--- config.mk ---
export PLATFORM = sky130hd
export DESIGN_NAME = tach_velocity
export DESIGN_NICKNAME = d
export VERILOG_FILES = /design/src/rtl/tach_velocity.sv
export SDC_FILE = /design/constraint.sdc
export NUM_CORES = 1
export LEC_CHECK = 0
export BUFFER_PORTS_ARGS = -buffer_cell sky130_fd_sc_hd__clkbuf_2
export CAP_MARGIN = 20
export CORE_MARGIN = 5
export CORE_UTILIZATION = 45
export DETAILED_ROUTE_END_ITERATION = 8
export SETUP_SLACK_MARGIN = 0.02
export SLEW_MARGIN = 5
export SYNTH_ARGS = -nofsm -noshare
export SYNTH_HDL_FRONTEND = slang
export SYNTH_SLANG_ARGS = --single-unit
--- constraint.sdc ---
create_clock -name clk -period 3.9 [get_ports clk]
set_clock_uncertainty 0.15 [all_clocks]
set_input_delay 0.78 -clock clk [delete_from_list [all_inputs] [get_ports clk]]
set_output_delay 0.78 -clock clk [all_outputs]
set_load 0.02 [all_outputs]
--- src/rtl/tach_velocity.sv ---
// tach_velocity: samples a free-running 16-bit tach count every `period` clocks and
// reports the signed per-period count delta (shaft velocity) as two host-readable bytes,
// with a read-lock hold buffer and a sticky overspeed flag.
// Optional build macro TACHVEL_AVG4_EN: report the mean of the last four deltas instead
// of the raw delta.
module tach_velocity #(
  parameter int unsigned PERIOD_W    = 16,
  parameter logic [15:0] SPEED_LIMIT = 16'd4096
) (
  input  logic                clk,
  input  logic                rst_n,
  input  logic                enable,
  input  logic [PERIOD_W-1:0] period,
  input  logic [7:0]          counth,
  input  logic [7:0]          countl,
  input  logic                rdlock,
  input  logic                ovclr,
  output logic [7:0]          velh,
  output logic [7:0]          vell,
  output logic                vel_valid,
  output logic                overspeed
);

  typedef enum logic [0:0] {StPrime, StRun} state_e;

  state_e              r_state, w_state_next;
  logic [PERIOD_W-1:0] r_timer, w_timer_next;
  logic                w_tick;
  logic                w_prime_smp, w_run_smp;
  logic [15:0]         w_count, r_prev, w_delta, w_vel_new;
  logic [16:0]         w_mag;
  logic                w_ov_set;
  logic [15:0]         r_vel, r_pend_val;
  logic                r_vld, r_pend, r_ov;

  assign w_count = {counth, countl};

  // Tick once timer reaches period-1; a shortened period fires immediately.
  assign w_tick = enable && (period != '0) && (r_timer >= (period - PERIOD_W'(1)));

  // Sample timer next-state: cleared when disabled, frozen when period is 0.
  always_comb begin
    w_timer_next = r_timer;
    if (!enable) begin
      w_timer_next = '0;
    end else if (period != '0) begin
      w_timer_next = w_tick ? '0 : r_timer + PERIOD_W'(1);
    end
  end

  // Sample timer register.
  always_ff @(posedge clk or negedge rst_n) begin
    if (!rst_n) r_timer <= '0;
    else        r_timer <= w_timer_next;
  end

  // FSM state register.
  always_ff @(posedge clk or negedge rst_n) begin
    if (!rst_n) r_state <= StPrime;
    else        r_state <= w_state_next;
  end

  // FSM next state: dropping enable always re-primes the baseline.
  always_comb begin
    w_state_next = r_state;
    if (!enable) begin
      w_state_next = StPrime;
    end else begin
      unique case (r_state)
        StPrime: if (w_tick) w_state_next = StRun;
        StRun:   w_state_next = StRun;
        default: w_state_next = StPrime;
      endcase
    end
  end

  // FSM outputs: which kind of sample this tick takes.
  always_comb begin
    w_prime_smp = 1'b0;
    w_run_smp   = 1'b0;
    unique case (r_state)
      StPrime: w_prime_smp = w_tick;
      StRun:   w_run_smp   = w_tick;
      default: ;
    endcase
  end

  // Baseline count: refreshed on every tick, priming or measuring.
  always_ff @(posedge clk or negedge rst_n) begin
    if (!rst_n)      r_prev <= '0;
    else if (w_tick) r_prev <= w_count;
  end

  // Modular subtraction handles counter wrap as long as |delta| < 32768.
  assign w_delta = w_count - r_prev;
  // 17-bit magnitude so that -32768 reads as +32768.
  assign w_mag    = w_delta[15] ? (17'h10000 - {1'b0, w_delta}) : {1'b0, w_delta};
  assign w_ov_set = w_run_smp && (w_mag > {1'b0, SPEED_LIMIT});

`ifdef TACHVEL_AVG4_EN
  logic [15:0]        r_hist0, r_hist1, r_hist2;
  logic signed [17:0] w_sum;

  assign w_sum = $signed({{2{w_delta[15]}}, w_delta}) + $signed({{2{r_hist0[15]}}, r_hist0})
               + $signed({{2{r_hist1[15]}}, r_hist1}) + $signed({{2{r_hist2[15]}}, r_hist2});
  // Arithmetic shift floors toward -inf.
  assign w_vel_new = 16'(w_sum >>> 2);

  // Delta history: zeroed while priming so early outputs average in zeros.
  always_ff @(posedge clk or negedge rst_n) begin
    if (!rst_n) begin
      r_hist0 <= '0;
      r_hist1 <= '0;
      r_hist2 <= '0;
    end else if (r_state == StPrime) begin
      r_hist0 <= '0;
      r_hist1 <= '0;
      r_hist2 <= '0;
    end else if (w_run_smp) begin
      r_hist0 <= w_delta;
      r_hist1 <= r_hist0;
      r_hist2 <= r_hist1;
    end
  end
`else
  assign w_vel_new = w_delta;
`endif

  // Output bytes with read-lock hold; a held result waits in the pending slot.
  always_ff @(posedge clk or negedge rst_n) begin
    if (!rst_n) begin
      r_vel      <= '0;
      r_vld      <= 1'b0;
      r_pend     <= 1'b0;
      r_pend_val <= '0;
    end else begin
      r_vld <= 1'b0;
      if (w_run_smp) begin
        if (!rdlock) begin
          r_vel  <= w_vel_new;
          r_vld  <= 1'b1;
          r_pend <= 1'b0;
        end else begin
          r_pend     <= 1'b1;
          r_pend_val <= w_vel_new;
        end
      end else if (r_pend && !rdlock && enable) begin
        r_vel  <= r_pend_val;
        r_vld  <= 1'b1;
        r_pend <= 1'b0;
      end
    end
  end

  // Sticky overspeed on the raw delta; set beats clear.
  always_ff @(posedge clk or negedge rst_n) begin
    if (!rst_n)        r_ov <= 1'b0;
    else if (w_ov_set) r_ov <= 1'b1;
    else if (ovclr)    r_ov <= 1'b0;
  end

  assign velh      = r_vel[15:8];
  assign vell      = r_vel[7:0];
  assign vel_valid = r_vld;
  assign overspeed = r_ov;

endmodule

# Word-level counts from Yosys, hierarchy flattened
# Index checks and enable logic that the tools add are counted.
# word_totals
ff_bits	68
in_bits	37
out_inout_bits	18
elab_cells	47
# classes
addsub	4
magnitude_cmp	2
eq_ne	2
mux	19
bitwise	1
reduce_logical	11
# ops
operator	n
$mux 16	6
$gt 17x13->1 const B	1
$mux 17	1
$sub 17x16->17 const A	1
$add 16x1->16 const B	1
$ge 16x16->1	1
$reduce_bool 16->1	1
$sub 16x1->16 const B	1
$sub 16x16->16	1
$mux 1	11
$logic_and 1x1->1	5
$reduce_and 2->1	2
$reduce_bool 2->1	2
$ne 2x1->1 const B	1
$ne 2x2->1 const B	1
$pmux 1 s2	1
$logic_not 1->1	1
$not 1->1	1

# Longest topological paths before layout
# Gate-level depths: netlist of run 1.
# logic_depth
word_depth	6
mapped_depth	18

# Worst setup path after synthesis of run 1
# Ideal clock, no wire load.
# synth_timing
path_kind	input to register
startpoint	in period[0]
endpoint	reg r_vel[10]
setup_time_ps	125
arrival_ps	4181
required_time_ps	3625
path_slack_ps	-556
stages	15
path_cell_list	nor3_1 > nand2b_1 > nor4_1 > and2_1 > nand2_1 > xor2_1 > ha_1 > nand4_1 > nor2_1 > nand3_1 > o31ai_2 > nand2_2 > a21oi_2 > buf_2 > mux2_2
# synth_via
elab_chain_len	6
elab_cells_between_ends	10
# synth_lines
element	line_no	rtl
from (decl)	13	input logic [PERIOD_W-1:0] period,
$sub 16x1->16 or $reduce_bool 16->1 (tied branches)	39	assign w_tick = enable && (period != '0) && (r_timer >= (period - PERIOD_W'(1)));
$ge 16x16->1 or $logic_and 1x1->1 (tied branches)	39	
$logic_and 1x1->1 *	39	
$mux 1 *	81	unique case (r_state)
$ne 2x2->1 (no line) or $reduce_bool 2->1 (tied branches)	-	
$reduce_and 2->1 (no line)	-	
to (signal assigned)	140	r_vel <= w_vel_new;
to (signal assigned)	148	r_vel <= r_pend_val;
to (decl)	33	logic [15:0] r_vel, r_pend_val;
# Every way passes the cells marked *; elsewhere a longest branch is shown, timed or not.
# A chain may end at the register's enable or synchronous reset.

# Worst setup path after layout of run 1
# layout_timing
startpoint	in period[0]
endpoint	reg r_vel[12]
# Same word-level chain as after synthesis.

==> flow_metrics.tcl, run 1 <==
set metrics [dict create \
    critical_path_peak_fanout 7 \
    grt_pass1_vias 4078 \
    post_synth_xor_area_fraction_pct 5.567 \
    antenna_found_initial 0 \
    max_freq_mhz 274.4 \
    ys_seq_area_share_pct 36.06 \
    maximum_number_of_pins_on_one_net_before_global_route_repair 45 \
    setup.worst_path.class "input port to flip-flop" \
    setup.worst_path.end_class "flip-flop" \
    postSynthNetCount 588 \
    post-dp-hpwl_um 8190 \
    post-route-drc-count 0 \
    status "completed" \
    worst-endpoint-required_ps 3990 \
    finalSetupTns_ps 0 \
    routabilityCongestion 0.8682 \
    power-per-cell-area_nw_per_um2 343.3 \
    worst_pin_slew_ps 556.9 \
    critical_path_arrival_ps 3730 \
    vias 4074 \
    synth_async_sr_flop_share_pct 100.0 \
    layout.cells.most_common_list "sky130_fd_sc_hd__dfrtp_1 (68), sky130_fd_sc_hd__nand2_1 (57), sky130_fd_sc_hd__o21ai_0 (56), sky130_fd_sc_hd__clkbuf_2 (53), sky130_fd_sc_hd__buf_4 (50)" \
    mappedNetlistArea_um2 4720 \
    post-cts-setup-buffers 0 \
    cts.path.max_buffers 2 \
    synthesis.yosys.warnings 0 \
    initial_core_utilization_pct 45.92 \
    share_comb_of_total_power_pct 33.5 \
    synth_simple_gate_area_share_pct 17.23 \
    power_report.internal_total_uw 1337 \
    synth_top_family_by_area "compound AO/OA/AOI/OAI gates" \
    detailedRoute.firstIterationViolations 143 \
    ant_nets 0 \
    placement_rows 37 \
    drt-pass1-iter-count 4 \
    clk_root_buffer_cell "sky130_fd_sc_hd__clkbuf_8" \
    clkSlewWorstSetupHoldPaths_ps 80 \
    worst_slew_margin_rel_pct 62.87 \
    power.ir.vdd_worst_v 0.0001428 \
    post-route-min-period_ps 3644 \
    cts_tree "built" \
    worstRegToRegCells 14 \
    clkPwrFrac_pct 29.7 \
    final_hold_viol_count 0 \
    chipWidth_um 112.4 \
    syn-instance-count 516 \
    routed_via_density 5.361 \
    final_critical_path_setup_slack_ps 255.6 \
    grtUsageTotal_pct 17.72 \
    synth_mux_area_share_pct 10.63 \
    final_routed_wirelength_across_all_metal_layers_um 10610 \
    synth_top_area_share_pct 36.06 \
    seq_power_share_pct 36.8 \
    top_ports 55 \
    power_switching_share_pct 33.45 \
    final_layout_size_suffix_gt1_share_pct 29.17 \
    mostFrequentLayoutCell "sky130_fd_sc_hd__dfrtp_1" \
    clock_sinks 68 \
    ctsHtreeMaxLevel 3 \
    synth_compound_area_share_pct 17.34 \
    buffer_ports.inserted 54 \
    netlist-cell-type-count 61 \
    cts_hold_repair.buffers 0 \
    hold_slack_ps 269.7 \
    wl_per_cell_um 13.97 \
    coreArea_um2 10280 \
    numCtsBuffers 9 \
    final_core_util_pct 56.94 \
    nNetsFinal 692 \
    worst_r2r_endpoint "overspeed" \
    area_growth_syn_to_layout_pct 23.99 \
    crit_path_start_kind "input port" \
    post_synth_main_area_contributors "sky130_fd_sc_hd__dfrtp_1 (36%), sky130_fd_sc_hd__mux2_2 (9.8%), sky130_fd_sc_hd__ha_1 (9.0%)" \
    leakage_uw 0.002918 \
    synth_top_area_cell "sky130_fd_sc_hd__dfrtp_1" \
    synth_enable_flop_cells 0 \
    synth.avg_cell_area_um2 9.146 \
    post-layout-total-power_uw 2009 \
    timing.final.setup_violations 0 \
    clk_latency_worst_skew_pair_ps 350 \
    unrepaired_setup_endpoints_after_global_routing "yes" \
    globalRouteOverflowTotal 0 \
    timing.final.crit_share_pct 93.45 \
    design.die.area_um2 12640 \
    r2r_slack_ps 490 \
    drv_slew 0 \
    cap_viol_max_count 0 \
    grt_pass1_wl_um 18660 \
    yosys_register_bits 68 \
    die_y_um 112.4 \
    place_ws_ps -297.0 \
    net_switching_power_of_the_design_uw 671.9 \
    rr_startpoint "r_prev[0]" \
    synth-adder-area-share_pct 9.438 \
    hold_class "input port to async pin" \
    synth_ff_type "sky130_fd_sc_hd__dfrtp_1" \
    antenna_cells 0 \
]
timing repair:
item,4_1_cts,5_1_grt
endpoints found under the hold margin,0,0
setup endpoints to repair,0,40
gates resized for setup,0,5
synthesized netlist by cell type (all sizes together), types with 2 or more instances:
cell	instances
xnor2	20
or3	2
o221ai	2
mux2	41
a21o	12
dfrtp	68
and2	4
nand4b	2
mux2i	4
nand2b	14
and3	13
o21ai	59
o2111ai	2
a211o	3
o211ai	8
a21oi	18
nor2	28
nor3	8
a211oi	3
nor4	6
ha	34
nand4	5
buf	3
nand3	15
clkbuf	13
o22ai	2
nand2	58
xor2	10
inv	30
o21a	3
o31ai	3
a221o	2
cells by family after synthesis:
| logic type | after synthesis |
|---|---|
| buffers and inverters | 46 |
| AND/OR/NAND/NOR | 163 |
| XOR/XNOR | 30 |
| multiplexers | 45 |
| AO/OA/AOI/OAI | 129 |
| flip-flops | 68 |
| adder cells (fa/ha/maj) | 35 |
worst max-delay path, cell delays in order:
cell and delay, ps:
sky130_fd_sc_hd__clkbuf_2 110, sky130_fd_sc_hd__inv_1 80, sky130_fd_sc_hd__ha_1 160, sky130_fd_sc_hd__nor3b_4 230
sky130_fd_sc_hd__nand3_1 170, sky130_fd_sc_hd__nor4_2 210, sky130_fd_sc_hd__xnor2_1 120, sky130_fd_sc_hd__ha_1 290
sky130_fd_sc_hd__nand4_1 130, sky130_fd_sc_hd__nor2_1 170, sky130_fd_sc_hd__a21oi_1 80, sky130_fd_sc_hd__o211ai_1 120
sky130_fd_sc_hd__nand3_1 150, sky130_fd_sc_hd__o31ai_4 100, sky130_fd_sc_hd__nand2_4 110, sky130_fd_sc_hd__a21oi_4 190
sky130_fd_sc_hd__buf_4 190, sky130_fd_sc_hd__mux2_2 340
power groups by stage:
| stage | sequential, uW | combinational [uW] | clock, uW |
|---|---|---|---|
| CTS | 740 | 666 | 624 |
| floorplan | 752 | 414 | 0 |
| finish | 739 | 672 | 597 |
| global route | 742 | 751 | 654 |
| detailed placement | 754 | 659 | 0 |
| global placement | 753 | 647 | 0 |
per-layer routing:
metal  up-vias  global-route usage [%]  wire length (um)
li1       2054                       -                 -
met1      1937                   21.81              4765
met2        67                   31.15              5335
met3        16                   3.396               329
met4         0                   5.849               183
met5         -                       0                 0
area by class of cell:
cell class,count,area (um^2)
fill,940,4425
tap,136,170.2
clock buffer,10,137.6
multi-input combinational,402,2922
timing repair buffer,109,745.7
inverter,30,112.6
clock inverter,5,62.56
sequential,68,1702
registers in the layout, summed over array words and instances, names as in the netlist:
name and flops:
r_state 1, r_pend_val 16, r_vel 16, r_timer 16, r_pend 1, overspeed 1
vel_valid 1, r_prev 16
worst max-delay path by stage:
stage	start	to	slack [ps]
6_report	period[0]	r_vel[12]	260
5_1_grt	period[0]	r_vel[10]	-8
4_1_cts	period[0]	r_vel[11]	90
3_5_place_dp	period[0]	r_vel[12]	-300
3_3_place_gp	period[0]	r_vel[14]	-200
2_1_floorplan	period[0]	r_vel[10]	-200
per-stage QoR:
step / cell area [um^2] / cells
2_1_floorplan: 4775 / 516
3_3_place_gp: 5620 / 745
3_5_place_dp: 5620 / 745
4_1_cts: 5821 / 760
5_1_grt: 5852 / 760
6_report: 5852 / 760
Note: power is estimated with default switching activity, not from simulation.
==> run 2: changes to the inputs <==
--- a/config.mk
+++ b/config.mk
@@ -5,7 +5,7 @@
 export SDC_FILE = /design/constraint.sdc
 export NUM_CORES = 1
 export LEC_CHECK = 0
-export BUFFER_PORTS_ARGS = -buffer_cell sky130_fd_sc_hd__clkbuf_2
+export BUFFER_PORTS_ARGS = -buffer_cell sky130_fd_sc_hd__buf_2
 export CAP_MARGIN = 20
 export CORE_MARGIN = 5
 export CORE_UTILIZATION = 45
==> flow_metrics.tcl, run 2 (synthesis gave the netlist of run 1 again) <==
set metrics [dict create \
    buffer_ports.inserted 54 \
    post-route-drc-count 0 \
    clk_latency_worst_skew_pair_ps 350 \
    net_switching_power_of_the_design_uw 676.1 \
    grtUsageTotal_pct 17.56 \
    critPathTopFamily "simple AND/OR/NAND/NOR gates" \
    clock_sinks 68 \
    layout.cells.most_common_list "sky130_fd_sc_hd__dfrtp_1 (68), sky130_fd_sc_hd__nand2_1 (57), sky130_fd_sc_hd__o21ai_0 (56), sky130_fd_sc_hd__buf_4 (55), sky130_fd_sc_hd__buf_2 (54)" \
    max_freq_mhz 274.3 \
    globalRouteOverflowTotal 0 \
    antenna_found_initial 0 \
    hold_class "flip-flop to flip-flop" \
    design.die.area_um2 12640 \
    worstRegToRegCells 13 \
    power-per-cell-area_nw_per_um2 352.5 \
    vias 4110 \
    max_stage_delay_ps 290 \
    finish.instance_area_um2 5922 \
    area_of_the_multi_input_gates_um2 2947 \
    post-cts-setup-buffers 0 \
    placed_cell_area_um2 5633 \
    area_growth_syn_to_layout_pct 25.48 \
    share_comb_of_total_power_pct 32.6 \
    placement_rows 37 \
    chipWidth_um 112.4 \
    final_critical_path_setup_slack_ps 254.0 \
    cell_count_of_the_worst_hold_path 2 \
    cp_num_cells 18 \
    top_ports 55 \
    final_core_util_pct 57.62 \
    drt-pass1-iter-count 6 \
    critical_path.cell_chain "buf_2 -> inv_1 -> ha_1 -> nor3b_4 -> nand3_2 -> nor4_4 -> xnor2_1 -> ha_1 -> nand4_1 -> nor2_2 -> a21oi_1 -> o211ai_1 -> nand3_1 -> o31ai_4 -> nand2_4 -> buf_12 -> mux2_2 -> mux2_2" \
    grt_pass1_vias 4214 \
    coreArea_um2 10280 \
    antenna_cells 0 \
    ctsHtreeMaxLevel 3 \
    status "completed" \
    setup.worst_path.end_class "flip-flop" \
    final_hold_viol_count 0 \
    post-layout-total-power_uw 2088 \
    power.ir.vdd_worst_v 0.0001718 \
    area.sequential_um2 1702 \
    numCtsBuffers 9 \
    cts.path.max_buffers 2 \
    worst_slew_margin_rel_pct 41.39 \
    critical_path_buf_inv_count 3 \
    post-route-min-period_ps 3646 \
    drv_slew 0 \
    detailedRoute.firstIterationViolations 128 \
    post-dp-hpwl_um 8040 \
    place_inst 750 \
    routed_via_density 5.366 \
    cts_tree "built" \
    clkPwrFrac_pct 32.0 \
    cap_viol_max_count 0 \
    die_y_um 112.4 \
    grt_pass1_wl_um 18560 \
    leakage_uw 0.002959 \
    mostFrequentLayoutCell "sky130_fd_sc_hd__dfrtp_1" \
    clkSlewWorstSetupHoldPaths_ps 80 \
    nNetsFinal 697 \
    cts_hold_repair.buffers 0 \
    critical_path_arrival_ps 3730 \
    final_layout_size_suffix_gt1_share_pct 30.32 \
    critical_path_peak_fanout 17 \
    seq_power_share_pct 35.4 \
    power_switching_share_pct 32.39 \
    worst-endpoint-required_ps 3990 \
    ant_nets 0 \
    fill_cells 954 \
    power_report.internal_total_uw 1411 \
    clk_root_buffer_cell "sky130_fd_sc_hd__clkbuf_8" \
    worst_pin_slew_ps 879.1 \
    cp_slowest_cell "sky130_fd_sc_hd__ha_1" \
    setup.worst_path.class "input port to flip-flop" \
    routabilityCongestion 0.8628 \
    unrepaired_setup_endpoints_after_global_routing "no" \
    timing.final.crit_share_pct 93.49 \
    initial_core_utilization_pct 45.92 \
    timing.final.setup_violations 0 \
    wl_per_cell_um 13.82 \
    maximum_number_of_pins_on_one_net_before_global_route_repair 69 \
    final_routed_wirelength_across_all_metal_layers_um 10590 \
    place_ws_ps -338.7 \
    crit_path_start_kind "input port" \
    post_layout_nonfiller_instances 766 \
]
run 2: changes by cell type in the layout (fill, tap and decap cells not counted), sizes merged:
| cell | before | now |
|---|---|---|
| buf | 56 | 114 |
| clkinv | 2 | 0 |
| inv | 30 | 31 |
| bufinv | 1 | 2 |
| clkbuf | 63 | 11 |
run 2: power by group through the flow:
stage               registers [uW]  clock network, uW  logic (uW)
global route                   742                719         757
global placement               753                  0         654
CTS                            740                689         671
detailed placement             754                  0         664
finish                         740                668         680
floorplan                      752                  0         414
run 2: tightest hold or removal path, cell delays in order, from the launching register on:
cell	delay (ps)
sky130_fd_sc_hd__dfrtp_1	350
sky130_fd_sc_hd__nand2_1	40
sky130_fd_sc_hd__o21ai_0	60
run 2: cell type report:
cell class / count / area share (%)
multi-input combinational: 402 / 49.76
sequential: 68 / 28.73
timing repair buffer: 114 / 12.93
tap: 136 / 2.873
clock buffer: 11 / 2.387
inverter: 30 / 1.902
clock inverter: 5 / 1.416
run 2: per-stage QoR:
stage                     hold slack, ps  setup TNS (ps)
after floorplan                    294.4           -2268
after global placement             308.1          -10640
after detailed placement           322.1          -12860
after CTS                          340.5               0
after global routing               376.2               0
final                              334.8               0
run 2: timing repair:
action,4_1_cts,5_1_grt
endpoints found under the setup margin,0,47
endpoints found under the hold margin,0,0
gates resized for setup,0,12
run 2: path summary, 6_finish.rpt:
check                              startpoint       endpoint  slack, ps
worst min-delay path            r_pend_val[3]  r_pend_val[3]        330
worst max-delay path                period[0]       r_vel[9]        250
max in group asynchronous               rst_n  r_pend_val[0]       2550
worst max register to register      r_prev[0]      overspeed        490
min in group asynchronous               rst_n      r_prev[2]        440
worst min register to register  r_pend_val[3]  r_pend_val[3]        330
run 2: per-layer routing:
layer / wire length [um] / track usage, %
met4: 198 / 7.853
met2: 5437 / 31.51
met5: 0 / 0
met1: 4604 / 20.60
met3: 349 / 2.749
